--- src/rtl/csa_mp_seq.sv ---
// Multi-precision add/subtract sequencer: one limb per accepted input, carry chained in a register.
// Latency 1 cycle input->output; in_ready drops while the single output register is held by out_ready=0.

module csa #(
    parameter int dataWidth = 32,
    parameter int nStage    = 4
) (
    input  logic [dataWidth-1:0] a,
    input  logic [dataWidth-1:0] b,
    input  logic                 ci,
    output logic [dataWidth-1:0] s,
    output logic                 co
);
    localparam int SW = dataWidth / nStage;

    logic [nStage:0] c;
    assign c[0] = ci;

    // Each stage precomputes both carry-in outcomes; the incoming carry only drives a mux.
    for (genvar g = 0; g < nStage; g++) begin : g_stage
        logic [SW:0] sum0;
        logic [SW:0] sum1;
        assign sum0 = {1'b0, a[g*SW +: SW]} + {1'b0, b[g*SW +: SW]};
        assign sum1 = {1'b0, a[g*SW +: SW]} + {1'b0, b[g*SW +: SW]} + {{SW{1'b0}}, 1'b1};
        assign s[g*SW +: SW] = c[g] ? sum1[SW-1:0] : sum0[SW-1:0];
        assign c[g+1]        = c[g] ? sum1[SW]     : sum0[SW];
    end

    assign co = c[nStage];
endmodule

module csa_mp_seq #(
    parameter int  dataWidth = 32,
    parameter int  nStage    = 4,
    parameter int  maxLimbs  = 8,
    localparam int nlW       = $clog2(maxLimbs + 1)
) (
    input  logic                 clk,
    input  logic                 rst_n,
    input  logic                 cmd_valid,
    output logic                 cmd_ready,
    input  logic                 cmd_sub,
    input  logic [nlW-1:0]       cmd_nlimbs,
    input  logic                 in_valid,
    output logic                 in_ready,
    input  logic [dataWidth-1:0] in_a,
    input  logic [dataWidth-1:0] in_b,
    output logic                 out_valid,
    input  logic                 out_ready,
    output logic [dataWidth-1:0] out_s,
    output logic                 out_last,
    output logic                 out_co,
    output logic                 out_ovf,
    output logic                 busy
);
    typedef enum logic [1:0] {IDLE, RUN, DRAIN} state_t;

    localparam logic [nlW-1:0] MAXL = nlW'(maxLimbs);
    localparam logic [nlW-1:0] ONE  = nlW'(1);

    state_t               state_q, state_d;
    logic                 sub_q, sub_d;
    logic                 carry_q, carry_d;
    logic [nlW-1:0]       rem_q, rem_d;
    logic [dataWidth-1:0] out_s_q, out_s_d;
    logic                 out_valid_q, out_valid_d;
    logic                 out_last_q, out_last_d;
    logic                 out_co_q, out_co_d;
    logic                 out_ovf_q, out_ovf_d;

    logic [dataWidth-1:0] b_eff;
    logic [dataWidth-1:0] csa_s;
    logic                 csa_co;
    logic [nlW-1:0]       nl_clamped;
    logic                 cmd_hs, in_hs, out_hs, is_last;

    assign b_eff = in_b ^ {dataWidth{sub_q}};

    csa #(.dataWidth(dataWidth), .nStage(nStage)) u_csa (
        .a  (in_a),
        .b  (b_eff),
        .ci (carry_q),
        .s  (csa_s),
        .co (csa_co)
    );

    assign cmd_ready = (state_q == IDLE);
    assign in_ready  = (state_q == RUN) && (!out_valid_q || out_ready);
    assign busy      = (state_q != IDLE);
    assign cmd_hs    = cmd_valid && cmd_ready;
    assign in_hs     = in_valid && in_ready;
    assign out_hs    = out_valid_q && out_ready;
    assign is_last   = (rem_q == ONE);

    always_comb begin
        nl_clamped = cmd_nlimbs;
        if (cmd_nlimbs == '0) begin
            nl_clamped = ONE;
        end else if (cmd_nlimbs > MAXL) begin
            nl_clamped = MAXL;
        end
    end

    always_comb begin
        state_d     = state_q;
        sub_d       = sub_q;
        carry_d     = carry_q;
        rem_d       = rem_q;
        out_s_d     = out_s_q;
        out_valid_d = out_valid_q;
        out_last_d  = out_last_q;
        out_co_d    = out_co_q;
        out_ovf_d   = out_ovf_q;

        case (state_q)
            IDLE: begin
                if (cmd_hs) begin
                    state_d = RUN;
                    sub_d   = cmd_sub;
                    carry_d = cmd_sub;
                    rem_d   = nl_clamped;
                end
            end
            RUN: begin
                if (in_hs && is_last) begin
                    state_d = DRAIN;
                end
            end
            DRAIN: begin
                if (out_hs) begin
                    state_d = IDLE;
                end
            end
            default: state_d = IDLE;
        endcase

        if (out_hs) begin
            out_valid_d = 1'b0;
        end
        // A new limb in the same cycle as consumption keeps out_valid high (back-to-back).
        if (in_hs) begin
            out_s_d     = csa_s;
            carry_d     = csa_co;
            out_valid_d = 1'b1;
            rem_d       = rem_q - ONE;
            out_last_d  = is_last;
            out_co_d    = is_last && csa_co;
            out_ovf_d   = is_last && (in_a[dataWidth-1] == b_eff[dataWidth-1])
                                  && (csa_s[dataWidth-1] != in_a[dataWidth-1]);
        end
    end

    always_ff @(posedge clk or negedge rst_n) begin
        if (!rst_n) begin
            state_q     <= IDLE;
            sub_q       <= 1'b0;
            carry_q     <= 1'b0;
            rem_q       <= '0;
            out_s_q     <= '0;
            out_valid_q <= 1'b0;
            out_last_q  <= 1'b0;
            out_co_q    <= 1'b0;
            out_ovf_q   <= 1'b0;
        end else begin
            state_q     <= state_d;
            sub_q       <= sub_d;
            carry_q     <= carry_d;
            rem_q       <= rem_d;
            out_s_q     <= out_s_d;
            out_valid_q <= out_valid_d;
            out_last_q  <= out_last_d;
            out_co_q    <= out_co_d;
            out_ovf_q   <= out_ovf_d;
        end
    end

    assign out_valid = out_valid_q;
    assign out_s     = out_s_q;
    assign out_last  = out_last_q;
    assign out_co    = out_co_q;
    assign out_ovf   = out_ovf_q;
endmodule

--- config.mk ---
export PLATFORM = sky130hd
export DESIGN_NAME = csa_mp_seq
export DESIGN_NICKNAME = d
export VERILOG_FILES = /design/src/rtl/csa_mp_seq.sv
export SDC_FILE = /design/constraint.sdc
export NUM_CORES = 1
export LEC_CHECK = 0
export BUFFER_PORTS_ARGS = -buffer_cell sky130_fd_sc_hd__buf_2
export CORE_ASPECT_RATIO = 0.6
export CORE_MARGIN = 10
export CORE_UTILIZATION = 40
export CTS_CLUSTER_DIAMETER = 100
export DETAILED_ROUTE_END_ITERATION = 10
export GPL_TIMING_DRIVEN = 0
export PLACE_DENSITY_LB_ADDON = 0.25
export SLEW_MARGIN = 10
export SYNTH_ARGS = -nofsm -noshare
export SYNTH_HDL_FRONTEND = slang
export SYNTH_SLANG_ARGS = --single-unit
--- constraint.sdc ---
create_clock -name clk -period 4.11 [get_ports clk]
set_input_delay 0.2055 -clock clk [delete_from_list [all_inputs] [get_ports clk]]
set_output_delay 0.2055 -clock clk [all_outputs]
set_load 0.01 [all_outputs]
==> summary.md <==
| Metric | Value |
|---|---|
| Worst clock skew | `approximately 0.0084 ns` |
| Cell Pwr Density | `between 800 and 900 mW/mm²` |
| Die area | `~0.015 mm²` |
| M3 GR Usage | `0.0430` |
| Met1 routing resource usage after global routing | `0.210` |
| Final total power | `4.64 mW` |
| Async S/R FF share, synth | `1.00` |
| H-tree depth reported by CTS | `2` |
| Number of nets at the end of the flow | `760` |
| Launch point of the critical path | `sub_q` |
| Count of synthesis-stage warnings from yosys | `0` |
| Met2 Use GR | `0.239` |
| Residual overflow from global routing | `0` |
| Vias/cell | `5.11` |
| Global-route wire length before repair | `approximately 20000 µm` |
| Status | `completed` |
| Core box area | `0.0100 mm²` |
| Wire length per cell | `15.5 µm` |
| Routed vias | `approximately 4000` |
| Port Buffer Count | `112` |
| Sequential area share after synthesis | `0.264` |
| Total number of clock tree sinks | `44` |
| Synthesized instance count | `501` |
| Diode insertion count for antenna repair | `0` |
| Worst Tran Pin Value | `around 1.0 ns` |
| Achievable clock frequency | `0.248 GHz` |
| Number of enable flip-flop cells after synthesis | `0` |
| Post-synthesis net count | `just over 600` |
| Mean instance size in the synthesized netlist | `8.34 µm²` |
| Area share of fa/ha/maj cells after synthesis | `0.133` |
| Final hold violation count | `0` |
| Period utilisation layout | `0.980` |
| Estimated wirelength of the detail-placed design | `between 9000 and 10000 µm` |
| Slowest stage delay, CP | `around 0.5 ns` |
| Antenna Nets Post-Route | `0` |
| Startpoint of the most critical register-to-register path | `sub_q` |
| Y dimension of the die | `99.2 µm` |
| Type of origin of the critical path | `register` |
| Fraction of final layout cells with drive strength greater than 1 | `0.302` |
| Post-detailed-routing wire length | `between 10000 and 15000 µm` |
| Number of library cell types mapped by synthesis | `60` |
| Largest net degree at the start of global routing | `45` |
| Required time at the endpoint of the critical path | `4.34 ns` |
| Critical path class | `reg2reg` |
| Post-detailed-route DRC marker count | `0` |
| Kind of end point of the critical path | `register` |
| Total buffers and inverters traversed by the critical path | `2` |
| Post-synthesis compound-gate area fraction | `0.154` |
| Crit-path max FO | `7` |
| Slowest library cell on the worst path | `dfrtp_2` |
| Post-synthesis mux area share | `0.0279` |
| Max-capacitance violation count | `0` |
| Setup TNS Final | `0 ns` |
| CTS tree | `built` |
| Main combinational cell family by area after synthesis | `simple AND/OR/NAND/NOR gates` |
| Number of cells in the finished layout apart from fillers | `just under 800` |
| Cell family contributing the most delay on the critical path | `simple AND/OR/NAND/NOR gates` |
| Clock-pin transition on the worst setup and hold timing paths | `about 0.07 ns` |
| GPL Wtd Cong | `around 0.84` |
| Cts hold-fix bufs | `0` |
| Syn-to-layout area delta | `31.2%` |
| Detailed-routing iteration count for the pre-antenna-repair pass | `4` |
| Worst Hold Margin | `roughly 0.073 ns` |
| Number of flip-flops and latches in the synthesized netlist | `44` |
| Post-route core utilization | `0.547` |
| Final Setup Violations | `0` |
| Fraction of synthesized cell area in xor and xnor cells | `0.168` |
| Fraction of the mapped netlist area in simple logic gates | `0.212` |
| TritonCTS buffer count | `5` |
| FP Rows | `28` |
| Maximum number of buffers from clock root to sink | `2` |
| Vias in the first global route | `~3900` |
| Die outline width | `152 µm` |
| Standby leakage power | `about 2.6 nW` |
| Critical Path, Cell by Cell | `buf_12 -> xor2_1 -> ha_2 -> inv_2 -> fa_2 -> nand2b_4 -> a21oi_4 -> a31oi_2 -> xnor2_1 -> and4bb_4 -> mux2i_4 -> mux2_4 -> xnor2_4 -> or4_1 -> nand3_1` |
| Drt initial violations | `161` |
| Worst Hold Class | `in2async` |
| Starting Density | `0.417` |
| Worst IR Drop VDD | `between 0.3 and 0.4 mV` |
| Pins over their slew limit | `0` |
| Number of top-level pins | `around 110` |
| Top FF cell, synth | `dfrtp_1` |
| Relative slew margins | `0.291` |
| Antenna violations before repair | `0` |
| Insertion delay of the later-clocked pin in the worst-skew pair | `roughly 0.29 ns` |
| Clock tree root buffer cell | `clkbuf_16` |
| Layer with the highest usage after global routing | `met2` |
| Clock period minus final worst setup slack | `between 4 and 5 ns` |
| CP Data Arrival Time | `about 4.3 ns` |
| Cell area after synthesis | `0.00418 mm²` |
| Setup repair after global routing missed its margin | `yes` |
| Number of instances in the placed design | `~750` |
| Overall track demand over capacity in global routing | `0.153` |
==> worst reg2reg max path: stages, from the launching register on <==
cell and delay (ns):
dfrtp_2 0.50, buf_12 0.16, xor2_1 0.15, ha_2 0.21, inv_2 0.04, fa_2 0.35
nand2b_4 0.17, a21oi_4 0.22, a31oi_2 0.13, xnor2_1 0.26, and4bb_4 0.33, mux2i_4 0.28
mux2_4 0.40, xnor2_4 0.18, or4_1 0.49, nand3_1 0.10
==> Yosys cell counts (all sizes together), types with 2 or more instances <==
| cell type | count | area share |
|---|---|---|
| nor4 | 3 | 0.0060 |
| o21a | 3 | 0.0054 |
| o21ai | 48 | 0.058 |
| mux2i | 9 | 0.022 |
| nand3 | 15 | 0.018 |
| mux2 | 2 | 0.0063 |
| a31oi | 6 | 0.0090 |
| or2 | 4 | 0.0060 |
| nor3 | 10 | 0.012 |
| buf | 3 | 0.0030 |
| nand4 | 8 | 0.012 |
| a21oi | 19 | 0.024 |
| and2 | 4 | 0.0060 |
| or3 | 4 | 0.0060 |
| xor2 | 42 | 0.088 |
| nor2 | 33 | 0.030 |
| nor2b | 7 | 0.010 |
| o31a | 2 | 0.0042 |
| o311a | 2 | 0.0048 |
| xnor2 | 35 | 0.080 |
| dfrtp | 44 | 0.26 |
| a21o | 8 | 0.014 |
| nor3b | 3 | 0.0054 |
| nor4b | 2 | 0.0042 |
| and3 | 6 | 0.0090 |
| o22ai | 2 | 0.0030 |
| clkbuf | 14 | 0.013 |
| nand2 | 58 | 0.052 |
| nand2b | 6 | 0.0090 |
| ha | 38 | 0.11 |
| or3b | 2 | 0.0042 |
| and4bb | 2 | 0.0060 |
| a211o | 2 | 0.0042 |
| a211oi | 7 | 0.014 |
| nand3b | 2 | 0.0036 |
| or4 | 2 | 0.0045 |
| inv | 29 | 0.026 |
| fa | 4 | 0.019 |
==> flip-flops by register name, summed over array words and instances, names as in the netlist <==
signal / cells
carry_q: 1
rem_q: 4
out_ovf: 1
out_s: 32
state_q: 2
out_co: 1
sub_q: 1
out_last: 1
out_valid: 1
==> cell usage in the layout (no fill, tap or decap), types with 5 or more instances in the layout <==
master,Yosys,layout
buf_4,0,26
nor2b_1,7,6
nand2_1,58,58
clkbuf_16,0,6
nor2_1,33,31
mux2i_1,9,5
nand4_1,8,8
a21oi_1,18,17
buf_2,1,113
clkbuf_1,14,10
ha_1,38,35
xor2_1,42,41
nor3_1,10,10
o21ai_0,47,43
nand2b_1,6,5
xnor2_1,33,31
and3_1,6,6
dfrtp_1,44,43
nand3_1,15,15
a21o_1,8,8
inv_1,29,28
==> routing by layer <==
layer / wire length (µm) / up-vias
met5: 0 / -
met4: 70 / 0
met3: 668 / 10
met2: 5330 / 93
met1: 6060 / 1857
li1: - / 2028
==> repair_timing <==
item,CTS,global route
pin swaps,5,14
resized for setup,22,31
endpoints found under the hold margin,0,0
setup buffers,11,15
endpoints found under the setup margin,27,18
==> area by class of cell <==
type	instances	area, µm²
Tap cell	135	169
Sequential cell	44	1100
Clock inverter	2	38.8
Clock buffer	6	139
Multi-Input combinational cell	411	3050
Buffer	15	113
Inverter	29	109
Timing Repair Buffer	138	756
Fill cell	973	4540
==> path summary, 6_finish.rpt <==
check	end	slack [ns]	cells after the start
min reg2reg	out_s[20]	0.47	2
min in group clk	out_valid	0.22	3
min	out_s[27]	0.07	1
max	out_s[26]	0.08	15
max in group asynchronous	sub_q	3.38	1
max reg2reg	out_s[26]	0.08	15
==> report_power, final <==
group,switching [mW],total (mW),internal (mW)
clock,0.166,0.470,0.304
sequential,0.134,0.773,0.639
combinational,1.86,3.39,1.53
==> kinds of logic after synthesis <==
family / count (synthesis)
buf+inv: 46
simple gates: 175
flops: 44
xor+xnor: 77
compound gates: 106
mux: 11
fa+ha+maj: 42
==> per-stage QoR <==
stage,instance area [µm²],worst slack [ns]
finish,5480,0.0835
floorplan,4180,-0.00399
global placement,4910,-0.962
CTS,5250,0.00422
global route,5480,-0.0872
detailed placement,4910,-0.956
Note: power is estimated with default switching activity, not from simulation.
